--- src/rtl/alu_seq_pkg.sv ---
// Shared state, opcode and error encodings for the au issue stage.
package alu_seq_pkg;

    typedef enum logic [1:0] {
        IDLE   = 2'b00,
        LAUNCH = 2'b01,
        WAIT   = 2'b10,
        HOLD   = 2'b11
    } seq_state_e;

    localparam logic [1:0] CTRL_ADD = 2'b00;
    localparam logic [1:0] CTRL_SUB = 2'b01;
    localparam logic [1:0] CTRL_MUL = 2'b10;
    localparam logic [1:0] CTRL_DIV = 2'b11;

    localparam logic [1:0] ERR_OK      = 2'b00;
    localparam logic [1:0] ERR_DIV0    = 2'b01;
    localparam logic [1:0] ERR_TIMEOUT = 2'b10;

    localparam int OP_W = 6;

    typedef struct packed {
        logic [1:0] ctrl;
        logic [1:0] b;
        logic [1:0] a;
    } op_t;

    // A divide by zero is answered locally and never reaches au.
    function automatic logic is_div_zero(input op_t op);
        return (op.ctrl == CTRL_DIV) && (op.b == 2'b00);
    endfunction

endpackage

--- src/rtl/op_fifo.sv ---
// First-word-fall-through operation queue; the head entry is visible before it is popped.
module op_fifo #(
    parameter int DEPTH = 4,
    parameter int WIDTH = 6
) (
    input  logic             clk,
    input  logic             reset,
    input  logic             push_i,
    input  logic [WIDTH-1:0] data_i,
    input  logic             pop_i,
    output logic [WIDTH-1:0] data_o,
    output logic             full_o,
    output logic             empty_o
);

    localparam int AW = $clog2(DEPTH);

    logic [WIDTH-1:0] mem_q [DEPTH];
    logic [AW:0]      wr_ptr_q;
    logic [AW:0]      rd_ptr_q;
    logic             do_push;
    logic             do_pop;

    // Pointers carry one wrap bit so full and empty are told apart without a counter.
    assign empty_o = (wr_ptr_q == rd_ptr_q);
    assign full_o  = (wr_ptr_q[AW] != rd_ptr_q[AW]) &&
                     (wr_ptr_q[AW-1:0] == rd_ptr_q[AW-1:0]);
    assign do_push = push_i && !full_o;
    assign do_pop  = pop_i && !empty_o;
    assign data_o  = mem_q[rd_ptr_q[AW-1:0]];

    always_ff @(posedge clk) begin
        if (reset) begin
            wr_ptr_q <= '0;
            rd_ptr_q <= '0;
        end else begin
            if (do_push) begin
                wr_ptr_q <= wr_ptr_q + {{AW{1'b0}}, 1'b1};
            end
            if (do_pop) begin
                rd_ptr_q <= rd_ptr_q + {{AW{1'b0}}, 1'b1};
            end
        end
    end

    always_ff @(posedge clk) begin
        if (do_push) begin
            mem_q[wr_ptr_q[AW-1:0]] <= data_i;
        end
    end

endmodule

--- src/rtl/alu_op_sequencer.sv ---
// Issue stage for the multi-cycle au: queues ops, launches them one at a time,
// screens divide-by-zero, bounds each op with a timeout and returns results on a valid/ready port.
module alu_op_sequencer
    import alu_seq_pkg::*;
#(
    parameter int DEPTH   = 4,
    parameter int TIMEOUT = 16
) (
    input  logic       clk,
    input  logic       reset,
    input  logic       in_valid,
    output logic       in_ready,
    input  logic [1:0] in_a,
    input  logic [1:0] in_b,
    input  logic [1:0] in_ctrl,
    output logic       au_rst,
    output logic [1:0] au_a,
    output logic [1:0] au_b,
    output logic [1:0] au_ctrl,
    input  logic [3:0] au_y,
    input  logic       au_c,
    input  logic       au_done,
    output logic       out_valid,
    input  logic       out_ready,
    output logic [3:0] out_y,
    output logic       out_c,
    output logic [1:0] out_err
);

    localparam int              CNT_W    = $clog2(TIMEOUT);
    localparam logic [CNT_W-1:0] CNT_LAST = CNT_W'(TIMEOUT - 1);

    seq_state_e       state_q;
    logic [CNT_W-1:0] tmo_cnt_q;
    logic             au_rst_q;
    logic [1:0]       au_a_q;
    logic [1:0]       au_b_q;
    logic [1:0]       au_ctrl_q;
    logic             out_valid_q;
    logic [3:0]       out_y_q;
    logic             out_c_q;
    logic [1:0]       out_err_q;

    logic             fifo_full;
    logic             fifo_empty;
    logic             fifo_push;
    logic             fifo_pop;
    op_t              in_op;
    op_t              head;

    assign in_op     = {in_ctrl, in_b, in_a};
    assign in_ready  = !reset && !fifo_full;
    assign fifo_push = in_valid && in_ready;
    assign fifo_pop  = (state_q == IDLE) && !fifo_empty;

    op_fifo #(
        .DEPTH (DEPTH),
        .WIDTH (OP_W)
    ) u_op_fifo (
        .clk     (clk),
        .reset   (reset),
        .push_i  (fifo_push),
        .data_i  (in_op),
        .pop_i   (fifo_pop),
        .data_o  (head),
        .full_o  (fifo_full),
        .empty_o (fifo_empty)
    );

    // Reset is folded in so au is held idle and no result is offered during the reset cycle itself.
    assign au_rst    = au_rst_q || reset;
    assign out_valid = out_valid_q && !reset;
    assign au_a      = au_a_q;
    assign au_b      = au_b_q;
    assign au_ctrl   = au_ctrl_q;
    assign out_y     = out_y_q;
    assign out_c     = out_c_q;
    assign out_err   = out_err_q;

    always_ff @(posedge clk) begin
        if (reset) begin
            state_q     <= IDLE;
            tmo_cnt_q   <= '0;
            au_rst_q    <= 1'b1;
            au_a_q      <= 2'b00;
            au_b_q      <= 2'b00;
            au_ctrl_q   <= 2'b00;
            out_valid_q <= 1'b0;
            out_y_q     <= 4'b0000;
            out_c_q     <= 1'b0;
            out_err_q   <= ERR_OK;
        end else begin
            case (state_q)
                IDLE: begin
                    if (!fifo_empty) begin
                        if (is_div_zero(head)) begin
                            out_y_q     <= 4'b0000;
                            out_c_q     <= 1'b0;
                            out_err_q   <= ERR_DIV0;
                            out_valid_q <= 1'b1;
                            state_q     <= HOLD;
                        end else begin
                            au_a_q    <= head.a;
                            au_b_q    <= head.b;
                            au_ctrl_q <= head.ctrl;
                            state_q   <= LAUNCH;
                        end
                    end
                end
                // au spends this cycle in reset with its operands already stable.
                LAUNCH: begin
                    tmo_cnt_q <= '0;
                    au_rst_q  <= 1'b0;
                    state_q   <= WAIT;
                end
                WAIT: begin
                    if (au_done) begin
                        out_y_q     <= au_y;
                        out_c_q     <= au_c;
                        out_err_q   <= ERR_OK;
                        out_valid_q <= 1'b1;
                        au_rst_q    <= 1'b1;
                        state_q     <= HOLD;
                    end else if (tmo_cnt_q == CNT_LAST) begin
                        out_y_q     <= 4'b0000;
                        out_c_q     <= 1'b0;
                        out_err_q   <= ERR_TIMEOUT;
                        out_valid_q <= 1'b1;
                        au_rst_q    <= 1'b1;
                        state_q     <= HOLD;
                    end else begin
                        tmo_cnt_q <= tmo_cnt_q + CNT_W'(1);
                    end
                end
                HOLD: begin
                    if (out_ready) begin
                        out_valid_q <= 1'b0;
                        state_q     <= IDLE;
                    end
                end
                default: begin
                    state_q <= IDLE;
                end
            endcase
        end
    end

endmodule

--- config.mk ---
export PLATFORM = sky130hd
export DESIGN_NAME = alu_op_sequencer
export DESIGN_NICKNAME = d
export VERILOG_FILES = /design/src/rtl/alu_seq_pkg.sv /design/src/rtl/op_fifo.sv /design/src/rtl/alu_op_sequencer.sv
export SDC_FILE = /design/constraint.sdc
export NUM_CORES = 1
export LEC_CHECK = 0
export ABC_AREA = 1
export BUFFER_PORTS_ARGS = -buffer_cell sky130_fd_sc_hd__buf_2
export CAP_MARGIN = 20
export CORE_AREA = 2 2 86 88
export CTS_CLUSTER_SIZE = 10
export DETAILED_ROUTE_END_ITERATION = 8
export DIE_AREA = 0 0 88 90
export GPL_TIMING_DRIVEN = 0
export PLACE_DENSITY = 0.62
export RECOVER_POWER = 50
export SYNTH_ARGS = -nofsm -noshare
export SYNTH_HDL_FRONTEND = slang
export SYNTH_SLANG_ARGS = --single-unit
--- constraint.sdc ---
create_clock -name clk -period 1.8 [get_ports clk]
set_clock_uncertainty 0.05 [all_clocks]
set_input_delay 0.36 -clock clk [delete_from_list [all_inputs] [get_ports clk]]
set_output_delay 0.36 -clock clk [all_outputs]
set_load 0.05 [all_outputs]
# [Word-level counts from Yosys, hierarchy flattened]
# Memories as Yosys holds them, arrays and structs flattened. A register that Yosys moved wholly into a read port is not among the register bits.
# Index checks and enable logic that the tools add are counted.
[totals] latchBits=0 memories=1 mem_bits_rw=24 output_inout_bits=16 word_cells=90 regBits=27 mem_bits_ro=0 in_bits=16
[memory_table] memory="u_op_fifo.mem_q" words=4 width=6 rd=1 rd_ports_with_merged_regs=1 wr=1 line_no="op_fifo.sv:18" source="logic [WIDTH-1:0] mem_q [DEPTH];"
[classes] div=0 shifts=0 n_mul=0 bitwise_logic=2 mux=35 n_lt_le_gt_ge=0 n_addsub=3 reduce_logical=23 eq_ne=14
[op_table] cell="2-to-1 mux 4 bit" n=6
[op_table] cell="2-to-1 mux 2 bit" n=11
[op_table] cell="case mux 4 bit (2 select lines)" n=2
[op_table] cell="2-to-1 mux 1 bit" n=11
[op_table] cell="AND reduction 3 bit" n=3
[op_table] cell="logical AND 1 bit" n=8
[op_table] cell="!= test 2 bit (second input constant)" n=4
[op_table] cell="case mux 2 bit (4 select lines)" n=1
[op_table] cell="adder 3 x 1 -> 3 bit (second input constant)" n=2
[op_table] cell="equality test 2 bit (second input constant)" n=3
[op_table] cell="AND reduction 5 bit" n=1
[op_table] cell="adder 4 x 1 -> 4 bit (second input constant)" n=1
[op_table] cell="equality test 4 bit (second input constant)" n=1
[op_table] cell="logical NOT 2 bit" n=2
[op_table] cell="case mux 1 bit (2 select lines)" n=2
[op_table] cell="case mux 2 bit (2 select lines)" n=1
[op_table] cell="AND reduction 4 bit" n=1
[op_table] cell="nonzero test 2 bit" n=2
[op_table] cell="equality test 3 bit" n=1
[op_table] cell="logical NOT 1 bit" n=3
[op_table] cell="!= test 3 bit (second input constant)" n=1
[op_table] cell="case mux 1 bit (3 select lines)" n=1
[op_table] cell="nonzero test 3 bit" n=1
[op_table] cell="equality test 2 x 1 -> 1 bit (second input constant)" n=1
[op_table] cell="6 further kinds" n=7

# [Depth between registers and ports, before layout]
# Gate-level depths: netlist of the first run.
[logic_depth] word_depth=8 ltp_mapped=12

# [Hierarchy]
# From an unflattened synthesis of the first run, not the netlist that was laid out.
[hier_totals] cells_unflattened=280 hier_area_um2=2464.9
[modules_own_cells] mod="op_fifo" seq_area_each_um2=880.8 cells_each=134 area_each_um2=1387.6 n_inst=1
[modules_own_cells] mod="alu_op_sequencer" seq_area_each_um2=420.4 cells_each=146 area_each_um2=1077.3 n_inst=1

# [Least setup slack after synthesis of the first run]
# Ideal clock, no wire load.
[synth_timing] kind="register to register" start="register u_op_fifo.wr_ptr_q[0]" end="memory u_op_fifo.mem_q[3][0] (enable)" n_path_buf=0 path_stages_with_launch=9 synth_period_minus_slack_ns=2.026 t_arrival_ns=1.621 setup_time_ns=0.355 slack_ns=-0.226 path_cell_list="dfxtp_1 -> inv_1 -> nand2_1 -> nand2_1 -> nand3b_1 -> nand2_1 -> inv_1 -> nand2_1 -> nor2_1"
[synth_via] elab_chain_len=8
[synth_lines] item="start: declaration" line_no="op_fifo.sv:19" source="logic [AW:0] wr_ptr_q;"
[synth_lines] item="start signal: assignment" line_no="op_fifo.sv:38" source="wr_ptr_q <= wr_ptr_q + {{AW{1'b0}}, 1'b1};"
[synth_lines] item="equality test 2 bit" line_no="op_fifo.sv:27" source="(wr_ptr_q[AW-1:0] == rd_ptr_q[AW-1:0]);"
[synth_lines] item="logical AND 1 bit" line_no="op_fifo.sv:26" source="assign full_o = (wr_ptr_q[AW] != rd_ptr_q[AW]) &&"
[synth_lines] item="logical NOT 1 bit" line_no="alu_op_sequencer.sv:52" source="assign in_ready = !reset && !fifo_full;"
[synth_lines] item="logical AND 1 bit" line_no="alu_op_sequencer.sv:52"
[synth_lines] item="named net in_ready" line_no="alu_op_sequencer.sv:12" source="output logic in_ready,"
[synth_lines] item="logical AND 1 bit" line_no="alu_op_sequencer.sv:53" source="assign fifo_push = in_valid && in_ready;"
[synth_lines] item="logical AND 1 bit" line_no="op_fifo.sv:28" source="assign do_push = push_i && !full_o;"
[synth_lines] item="2-to-1 mux 1 bit" line_no="op_fifo.sv:47" source="if (do_push) begin"
[synth_lines] item="2-to-1 mux 1 bit (implied by the code)" line_no="op_fifo.sv:48" source="mem_q[wr_ptr_q[AW-1:0]] <= data_i;"
[synth_lines] item="end: declaration" line_no="op_fifo.sv:18"
# The timed path passes the listed nets, and every way through them passes these cells.

# [Worst setup path after layout of the first run]
[layout_timing] start="register u_op_fifo.wr_ptr_q[2]" end="output in_ready"
[layout_via] elab_chain_len=4
[layout_lines] item="!= test 1 bit" line_no="op_fifo.sv:26"
[layout_lines] item="logical AND 1 bit" line_no="op_fifo.sv:26"
[layout_lines] item="logical NOT 1 bit" line_no="alu_op_sequencer.sv:52"
[layout_lines] item="logical AND 1 bit" line_no="alu_op_sequencer.sv:52"
[layout_lines] item="end: declaration" line_no="alu_op_sequencer.sv:12"
# Every way passes these cells.

==> impl_results.md, run 1 <==
- CP Launch Type: register
- Library cells used by synthesis: 28
- CTS Buf Count: 5
- Chip height: around 90 um
- CTS sink cnt: 53
- Endpoint type of the worst setup path: output pin
- Seq/Total Area, Yosys: 53.97%
- Kind of critical path: reg2out
- Row count: 31
- Final period util: 97.27%
- Share of cells above drive strength 1: 26.88%
- PD cells: 1343 nW/um^2
- Antenna-violating nets left: 0
- Core ar.: 7020 sq um
- CTS tree: built
- YS warnings: 0
- Area growth, synth to finish: 20.86%
- Antenna violations before repair: 0
- Remaining global-route overflow: 0
- Final min period: 1751 ps
- Vias/cell: 4.456
- Post-Syn Area per Cell: 8.767 sq um
- Clock Latency Late Sink: ~300 ps
- IO Port Bufs: 31
- Relative slew margins: roughly two thirds
- First-pass DRT Iterations: 4
- Post-DP HPWL: about 3300 um
- Total track usage: approximately an eighth
- Commonest cells after routing, fill and taps aside: 56 x nand2_1, 30 x inv_1, 25 x buf_2, 24 x edfxtp_1
- Slew @ Worst Pin: 528.6 ps
- DRC viols: 0
- Syn Std Cell Area: 2411 sq um
- Initial DRC count: 58
- First-pass GRT wire length: about 7700 um
- Worst setup margin: about 49 ps
- HP Class: in2reg
- Status: finished clean
- CP Max Fanout: 3
- Setup violators final: 0
- Clk buf depth: 2
- Maximum VDD drop: roughly 0.35 mV
- Chip Width: 88 um
- RSZ-0062 raised after global routing: yes
- Syn nets: 302
- H-tree depth: 2
- Boundary Pins: 32
- Post-Layout Cell Count: roughly 420
- Wire per inst: around 11 um
- Initial Util: 34.34%
- Syn Inst Count: 275
- Largest net degree at the start of global routing: 16
- Leakage: 0.001240 uW
- Post-synthesis register bit count: 53
- Max Slew Vio Count: 0
- Root Buffer: clkbuf_8
- WL final: 4674 um
- Commonest non-fill, non-tap cell in the layout: nand2_1
- Area of the die: 7920 sq um
- Worst slack, placed: -137.0 ps
- Vias in the first global route: 1701
- Vias: 1867
- Final #Nets: 346
- Max Cap Viol: 0
- Arr. time, crit path: 1340 ps
- Clock slew at reported path FFs: 100 ps
- Final hold vios: 0
- Fmax: 571.1 MHz
- Worst Path Required: about 1400 ps
- RePlAce Congestion: 0.8209
- CTS Hold Buffers Added: 0
- Placed Instances: 405
- # diodes: 0
cell families after synthesis:
logic type	synth area share [%]
flops	53.97
buf+inv	8.199
xor+xnor	0.3633
simple gates	22.88
fa+ha+maj	5.708
compound gates	8.874
worst max-delay path, stage by stage, from the launching register on:
cell and delay [ps]:
dfxtp_2 350, inv_2 40, nand2_2 60, nand2_2 50, nand3b_1 170, nand2_2 100, clkinvlp_4 100, buf_8 160
through the flow:
stage / total power (uW) / TNS [ps] / util, % / hold slack, ps / area, sq um
after CTS: 3876 / 0 / 40.42 / 179.8 / 2838
after global routing: 4182 / -35.51 / 41.51 / 204.5 / 2914
after floorplan: 2854 / 0 / - / 379.1 / 2425
final: 3913 / 0 / 41.51 / 186.1 / 2914
after detailed placement: 3214 / -2526 / 38.51 / 397.4 / 2704
after global placement: 3195 / -2397 / 38.51 / 394.8 / 2704
flip-flops by register name (all words and copies together) (netlist names), named ones only:
name / flops
out_c: 1
u_op_fifo.wr_ptr_q: 3
state_q: 2
u_op_fifo.mem_q: 24
au_b: 2
out_valid_q: 1
u_op_fifo.rd_ptr_q: 3
tmo_cnt_q: 4
au_rst_q: 1
au_a: 2
out_err: 2
out_y: 4
au_ctrl: 2
metal layers:
metal	share of wire, %	global-route usage [%]	vias up
met1	48	16.77	844
met4	0.75	3.846	0
met5	0	0	-
li1	-	-	989
met2	47	18.94	32
met3	4.0	3.214	2
power breakdown:
part	internal (uW)	switching (uW)
Sequential	1440	120
Combinational	546	1170
Clock	270	367
Total	2250	1660
layout make-up:
class / count / area (sq um)
Buffer: 6 / 53.80
Fill cell: 696 / 4106
Clock buffer: 6 / 72.57
Inverter: 39 / 152.6
Sequential cell: 53 / 1316
Timing Repair Buffer: 37 / 202.7
Clock inverter: 2 / 10.01
Tap cell: 99 / 123.9
Multi-Input combinational cell: 177 / 982.2
Yosys cell counts:
cell      count  area, sq um
nand3b_1      1        7.510
buf_6         2        22.52
or2_2         2        12.51
inv_2         2        7.510
nand2_1      61        229.0
a21oi_1      20        100.1
buf_8         1        15.01
inv_1        37        138.9
nor2_2        2        12.51
o22ai_1       2        12.51
nand2_4       1        11.26
nand2_2       3        18.77
dfxtp_1      29        580.6
a21oi_2       1        8.760
nor2_1       26        97.59
and3_1        2        12.51
nor3_1        3        15.01
edfxtp_1     24        720.7
o221ai_1      1        8.760
a31oi_1       3        18.77
ha_1         11        137.6
nand3_2       1        10.01
buf_2         2        10.01
xnor2_1       1        8.760
o21ai_0      13        65.06
clkbuf_1      1        3.750
nand4_1       8        50.05
nand3_1      15        75.07
repair_timing:
action | in CTS | in global routing
resized for setup | 17 | 20
setup buffers | 0 | 6
endpoints found under the setup margin | 31 | 30
pin swaps | 1 | 3
final timing paths:
path                              start               endpoint  slack, ps  depth (start not counted)
hold reg to reg              au_ctrl[0]             au_ctrl[0]        410                          2
setup reg to reg  u_op_fifo.rd_ptr_q[0]  u_op_fifo.mem_q[2][0]        160                          8
hold / removal                    reset             out_err[1]        190                          2
setup / recovery  u_op_fifo.wr_ptr_q[2]               in_ready         50                          7
Power figures use the tool's default switching activity.
==> run 2, diff against run 1 <==
--- a/config.mk
+++ b/config.mk
@@ -5,13 +5,12 @@
 export SDC_FILE = /design/constraint.sdc
 export NUM_CORES = 1
 export LEC_CHECK = 0
-export ABC_AREA = 1
 export BUFFER_PORTS_ARGS = -buffer_cell sky130_fd_sc_hd__buf_2
 export CAP_MARGIN = 20
-export CORE_AREA = 2 2 86 88
+export CORE_AREA = 2 2 84 86
 export CTS_CLUSTER_SIZE = 10
 export DETAILED_ROUTE_END_ITERATION = 8
-export DIE_AREA = 0 0 88 90
+export DIE_AREA = 0 0 86 88
 export GPL_TIMING_DRIVEN = 0
 export PLACE_DENSITY = 0.62
 export RECOVER_POWER = 50
==> run 2 against run 1 <==
Against the previous run:
- the flow now finishes with violations (setup timing)
- final cell count decreased by 25%
- via count decreased by 18%
- clock-buffer cell count decreased by 1
- critical path depth unchanged
- critical endpoint is now out_valid_q
==> impl_results.md, run 2 <==
- Status: finished with violations
- Failing checks: setup timing
- Syn nets: 211 (-30%)
- Worst Path Required: 1950 ps (+560 ps)
- Seq/Total Area, Yosys: 57.40% (+3.4 points)
- Post-Layout Cell Count: 315 (-25%)
- Largest net degree at the start of global routing: 18 (+2)
- First-pass DRT Iterations: 4 (unchanged)
- IO Port Bufs: 31 (unchanged)
- Share of cells above drive strength 1: 32.34% (+5.5 points)
- Cell area after layout: 2863 sq um (-1.8%)
- YS warnings: 0 (unchanged)
- Vias/cell: 4.863 (+9.1%)
- Post-synthesis mux area share: 8.278% (+8.3 points)
- Area after DPL: 2559 sq um (-5.4%)
- Post-Syn Area per Cell: 12.32 sq um (+41%)
- Commonest cells after routing, fill and taps aside: 25 x dfxtp_1, 24 x edfxtp_1, 20 x clkbuf_1, 17 x nor2_1, 11 x buf_2
- Endpoint type of the worst setup path: register
- RePlAce Congestion: 0.7395 (-9.9%)
- Maximum VDD drop: 0.3531 mV (+1.3%)
- R2R depth: 7 (-1)
- Wire per inst: 13.80 um (+24%)
- PD cells: 1304 nW/um^2 (-2.9%)
- CTS sink cnt: 53 (unchanged)
- CP Max Fanout: 5 (+2)
- Kind of critical path: reg2reg
- Critical Path Sink: out_valid_q
- Top cell type's share of synthesized area: 31.79% (+1.9 points)
- Worst r2r dst: out_valid_q
- Final min period: 2107 ps (+355.9 ps)
- HP Class: in2reg
- Placed Instances: 295 (-27%)
- Main synth FF type: dfxtp_1
- Largest register FFs: 24 (unchanged)
- Initial Util: 34.12% (-0.22 points)
- Synth area leaders: edfxtp_1 32%, dfxtp_1 26%, ha_1 6.1%
- Chip Width: 86 um (-2.3%)
- Worst setup margin: -306.8 ps (-355.9 ps)
- Root Buffer: clkbuf_8
- Clock Latency Late Sink: 300 ps (about the same)
- Post-synthesis simple-gate area fraction: 12.97% (-9.9 points)
- Area growth, synth to finish: 26.27%
- Leakage: 0.001063 uW (-14%)
- Commonest non-fill, non-tap cell in the layout: dfxtp_1
- CP Launch Type: register
- Most numerous cell in the Yosys netlist: dfxtp_1
- Vias in the first global route: 1447 (-15%)
- Boundary Pins: 32 (unchanged)
- Post-Synth XOR/XNOR Area: 3.863% (+3.5 points)
- Initial DRC count: 56 (-3.4%)
- Post-synthesis register bit count: 53 (unchanged)
- Library cells used by synthesis: 38 (+36%)
- Row count: 30 (-3.2%)
- Chip height: 88 um (-2.2%)
- Total track usage: 11.92% (-0.37 points)
- Asr flop ratio synth: 0% (unchanged)
- Max Cap Viol: 0 (unchanged)
- Clock slew at reported path FFs: 100 ps (about the same)
- WL final: 4346 um (-7.0%)
- # diodes: 0 (unchanged)
- Arr. time, crit path: 2260 ps (+920 ps)
- CTS tree: built
- Fmax: 474.6 MHz (-17%)
- Syn Inst Count: 184 (-33%)
- RSZ-0062 raised after global routing: yes
- Antenna violations before repair: 0 (unchanged)
- Largest family of logic cells by synthesized area: simple AND/OR/NAND/NOR gates
- Clk buf depth: 2 (unchanged)
- Final hold vios: 0 (unchanged)
- Final period util: 117.0% (+20 points)
- Slew @ Worst Pin: 615.5 ps (+86.91 ps)
- Remaining global-route overflow: 0 (unchanged)
- Post-synth EDFFs: 24 (unchanged)
- Top cells by count, synth: 29 x dfxtp_1, 24 x edfxtp_1, 19 x nor2_1, 11 x ha_1
- CTS Buf Count: 5 (unchanged)
- Worst slack, placed: -370.6 ps (-233.5 ps)
- Antenna-violating nets left: 0 (unchanged)
- Cell taking the most area after synthesis: edfxtp_1
- Max Slew Vio Count: 0 (unchanged)
- Area of the die: 7568 sq um (-4.4%)
- DRC viols: 0 (unchanged)
- Final #Nets: 261 (-25%)
- R2R Setup Slk: -310 ps (-470 ps)
- H-tree depth: 2 (unchanged)
- Setup violators final: 16 (+16)
- Core ar.: 6644 sq um (-5.4%)
- Relative slew margins: 59.14% (-5.6 points)
- Vias: 1532 (-18%)
- Post-DP HPWL: 2985 um (-10%)
- Synth Area in Adders: 6.071% (+0.36 points)
- Compound-cell area share of the yosys netlist: 8.885% (+0.011 points)
- Syn Std Cell Area: 2267 sq um (-6.0%)
- First-pass GRT wire length: 7038 um (-8.6%)
-- run 2: worst min-delay path by stage --
stage	startpoint	endpoint	slack, ps	cells past startpoint
final	au_y[0]	out_y[0]	210	2
after global routing	au_y[0]	out_y[0]	200	2
after CTS	au_y[0]	out_y[0]	200	2
after detailed placement	out_y[1]	out_y[1]	410	1
after global placement	out_y[2]	out_y[2]	410	1
after floorplan	in_a[0]	u_op_fifo.mem_q[0][0]	410	0
-- run 2: final cells by class --
class	instances	area [sq um]
multi-input cells	118	1055
flip-flops and latches	53	1306
inverters	8	30.03
fillers	628	3781
repair buffers	43	239.0
clock buffers	5	68.82
well taps	80	100.1
clock inverters	3	21.27
plain buffers	5	42.54
-- run 2: worst max-delay path, stage by stage, from the launching register on --
cell,delay [ps]
dfxtp_2,340
buf_8,120
mux4_2,520
and4bb_1,300
buf_6,130
nor2_4,40
nor3_2,190
mux2_4,320
-- run 2: layer usage --
metal	track usage, %	vias to the layer above	share of wire (%)
met2	20.79	19	52
li1	-	765	-
met5	0	-	0
met3	2.356	5	2.5
met4	4.762	0	1.4
met1	14.49	743	44
-- run 2: kinds of logic after synthesis --
group | count (synthesis)
flops | 53
fa+ha+maj | 11
simple gates | 57
xor+xnor | 10
compound gates | 29
buf+inv | 13
mux | 11
-- run 2: power by group --
part	internal [uW]	total [uW]	switching, uW
Sequential	1410	1530	114
Combinational	642	1540	897
Clock	277	667	391
Total	2330	3730	1400
-- run 2: per-stage QoR --
step | TNS, ps | hold WS [ps] | utilization (%) | total power (uW)
after floorplan | -1458 | 408.9 | - | 2515
after global placement | -8815 | 407.5 | 38.51 | 2763
after detailed placement | -9202 | 408.4 | 38.51 | 2781
after CTS | -4072 | 198.1 | 41.51 | 3607
after global routing | -5419 | 200.8 | 43.09 | 3986
final | -3668 | 208.2 | 43.09 | 3733
-- run 2: repair_timing --
item,in CTS,in global routing
cloned,0,0
setup buffers,7,5
setup endpoints to repair,43,38
pin swaps,6,9
gates resized for setup,16,26
hold buffers,0,0
==> run 3, diff against run 2 <==
--- a/config.mk
+++ b/config.mk
@@ -5,14 +5,14 @@
 export SDC_FILE = /design/constraint.sdc
 export NUM_CORES = 1
 export LEC_CHECK = 0
-export BUFFER_PORTS_ARGS = -buffer_cell sky130_fd_sc_hd__buf_2
 export CAP_MARGIN = 20
 export CORE_AREA = 2 2 84 86
 export CTS_CLUSTER_SIZE = 10
 export DETAILED_ROUTE_END_ITERATION = 8
 export DIE_AREA = 0 0 86 88
+export DONT_BUFFER_PORTS = 1
 export GPL_TIMING_DRIVEN = 0
-export PLACE_DENSITY = 0.62
+export PLACE_DENSITY = 0.58
 export RECOVER_POWER = 50
 export SYNTH_ARGS = -nofsm -noshare
 export SYNTH_HDL_FRONTEND = slang
==> run 3 against run 2 <==
Against the previous run:
- the run still ends with setup timing left
- non-clock buffer count is 32 lower
- final area is 4.8% lower
- total power is 2.2% lower
- first-iteration DRC count is 25% lower
- fmax is 0.27% higher
- setup slack better by 5.7 ps
- final cell count is 10% lower
- routed wire length is 1.4% lower
- clock power is 11% higher
- combinational power is 27% lower
- register-to-register slack hardly changed
- critical path depth stayed put
==> impl_results.md, run 3 (synthesized netlist as in run 2, its figures left out) <==
- Post-DP HPWL: 2905 um (-2.7%)
- Commonest cells after routing, fill and taps aside: 25 x dfxtp_1, 24 x edfxtp_1, 18 x nor2_1, 10 x buf_4, 9 x ha_1
- Initial DRC count: 42 (-25%)
- # diodes: 0 (unchanged)
- Vias: 1368 (-11%)
- Arr. time, crit path: 2270 ps (about the same)
- Chip Width: 86 um (unchanged)
- Max Cap Viol: 0 (unchanged)
- Antenna violations before repair: 0 (unchanged)
- Kind of critical path: reg2reg
- Endpoint type of the worst setup path: register
- Initial Util: 34.12% (unchanged)
- Area after DPL: 2404 sq um (-6.1%)
- CTS sink cnt: 53 (unchanged)
- Clk buf depth: 2 (unchanged)
- CTS Buf Count: 5 (unchanged)
- CP Launch Type: register
- Failing checks: setup timing
- Worst slack, placed: -352.2 ps (+18.37 ps)
- Worst r2r dst: out_valid_q
- Area growth, synth to finish: 20.20%
- Fillers: 622 (-0.96%)
- CP Max Fanout: 6 (+1)
- Final period util: 116.7% (-0.32 points)
- Vias/cell: 4.834 (-0.61%)
- IO Port Bufs: 0 (-100%)
- Core ar.: 6644 sq um (unchanged)
- Final #Nets: 229 (-12%)
- PD cells: 1340 nW/um^2 (+2.8%)
- Hold Path End: u_op_fifo.mem_q[0][2]
- Delay-heaviest family, CP: multiplexers
- RSZ-0062 raised after global routing: yes
- Vias in the first global route: 1322 (-8.6%)
- Leakage: 0.0009817 uW (-7.6%)
- Worst setup margin: -301.1 ps (+5.733 ps)
- Largest net degree at the start of global routing: 20 (+2)
- Hold path cells: 0 (-2)
- CP bufs+invs: 2 (unchanged)
- Commonest non-fill, non-tap cell in the layout: dfxtp_1
- Area of the die: 7568 sq um (unchanged)
- Crit-path cells: buf_8 -> mux4_2 -> and4bb_1 -> buf_6 -> nor2_4 -> nor3_2 -> mux2_4
- Boundary Pins: 32 (unchanged)
- Max Slew Vio Count: 0 (unchanged)
- Worst hold start: in_b[0]
- Slew @ Worst Pin: 617.0 ps (+1.467 ps)
- Pwr Total: 3651 uW (-2.2%)
- Status: finished with violations
- Antenna-violating nets left: 0 (unchanged)
- Root Buffer: clkbuf_8
- Relative slew margins: 58.87% (-0.27 points)
- Setup violators final: 15 (-1)
- Row count: 30 (unchanged)
- RePlAce Congestion: 0.7179 (-2.9%)
- DRC viols: 0 (unchanged)
- Cell area after layout: 2725 sq um (-4.8%)
- Setup TNS: -3373 ps (+295.7 ps)
- R2R Setup Slk: -300 ps (about the same)
- Worst hold slack: 80.94 ps (-127.2 ps)
- Share of cells above drive strength 1: 29.56% (-2.8 points)
- Maximum VDD drop: 0.4249 mV (+20%)
- Wire per inst: 15.13 um (+9.7%)
- WL final: 4283 um (-1.4%)
- HP Class: in2reg
- Final hold vios: 0 (unchanged)
- Remaining global-route overflow: 0 (unchanged)
- Largest register FFs: 24 (unchanged)
- Clock Latency Late Sink: 310 ps (about the same)
- R2R depth: 7 (unchanged)
- Slowest CP cell: mux4_2
- Slowest stage delay, CP: 520 ps (about the same)
- Final min period: 2101 ps (-5.733 ps)
- CTS tree: built
- Clock slew at reported path FFs: 110 ps (about the same)
- Fmax: 475.9 MHz (+0.27%)
- Chip height: 88 um (unchanged)
- First-pass GRT wire length: 6665 um (-5.3%)
- First-pass DRT Iterations: 4 (unchanged)
- H-tree depth: 2 (unchanged)
- Worst Path Required: 1970 ps (+20 ps)
- Total track usage: 11.66% (-0.25 points)
==> run 3: cell type report <==
class	instances	area (sq um)	area share [%]
multi-input combinational	118	1066	39.12
timing repair buffer	11	86.33	3.168
sequential	53	1306	47.93
inverter	8	30.03	1.102
clock inverter	3	28.78	1.056
buffer	5	38.79	1.423
tap	80	100.1	3.673
clock buffer	5	68.82	2.525
==> run 3: worst reg2reg max path, stage by stage (launching register included) <==
cell,delay (ps)
dfxtp_2,350
buf_8,120
mux4_2,530
and4bb_1,300
buf_6,140
nor2_4,50
nor3_2,180
mux2_4,310
==> run 3: how the worst max path moves through the flow <==
stage | start | to | slack (ps) | cells after the start
6_report | register | out_valid_q | -300 | 7
5_1_grt | register | out_y[1] | -370 | 7
4_1_cts | register | out_y[2] | -320 | 7
3_5_place_dp | register | out_y[2] | -350 | 7
3_3_place_gp | register | out_valid_q | -340 | 7
2_1_floorplan | register | out_valid_q | -230 | 7
==> run 3: metrics by stage <==
stage / instances / util [%]
6_report: 283 / 41.02
5_1_grt: 283 / 41.02
3_5_place_dp: 264 / 36.18
4_1_cts: 281 / 39.38
2_1_floorplan: 184 / -
3_3_place_gp: 264 / 36.18
==> run 3: timing repair <==
item | CTS | global route
endpoints found under the setup margin | 43 | 45
pin swaps | 9 | 11
buffers inserted | 9 | 2
hold buffers | 0 | 0
cloned | 0 | 0
resized for setup | 13 | 21
==> run 3: where the power goes <==
| group | leakage [uW] | switching [uW] | internal, uW |
|---|---|---|---|
| registers | 0.000456 | 367 | 1410 |
| clock network | 0.0000506 | 446 | 292 |
| logic | 0.000475 | 595 | 540 |
| total | 0.000982 | 1410 | 2240 |
==> run 3: metal layers <==
layer	GRT usage, %	wire length [um]	up-vias
met1	14.50	1929	646
met3	3.864	202	6
met5	0	0	-
li1	-	-	697
met4	5.195	82	0
met2	18.53	2069	19
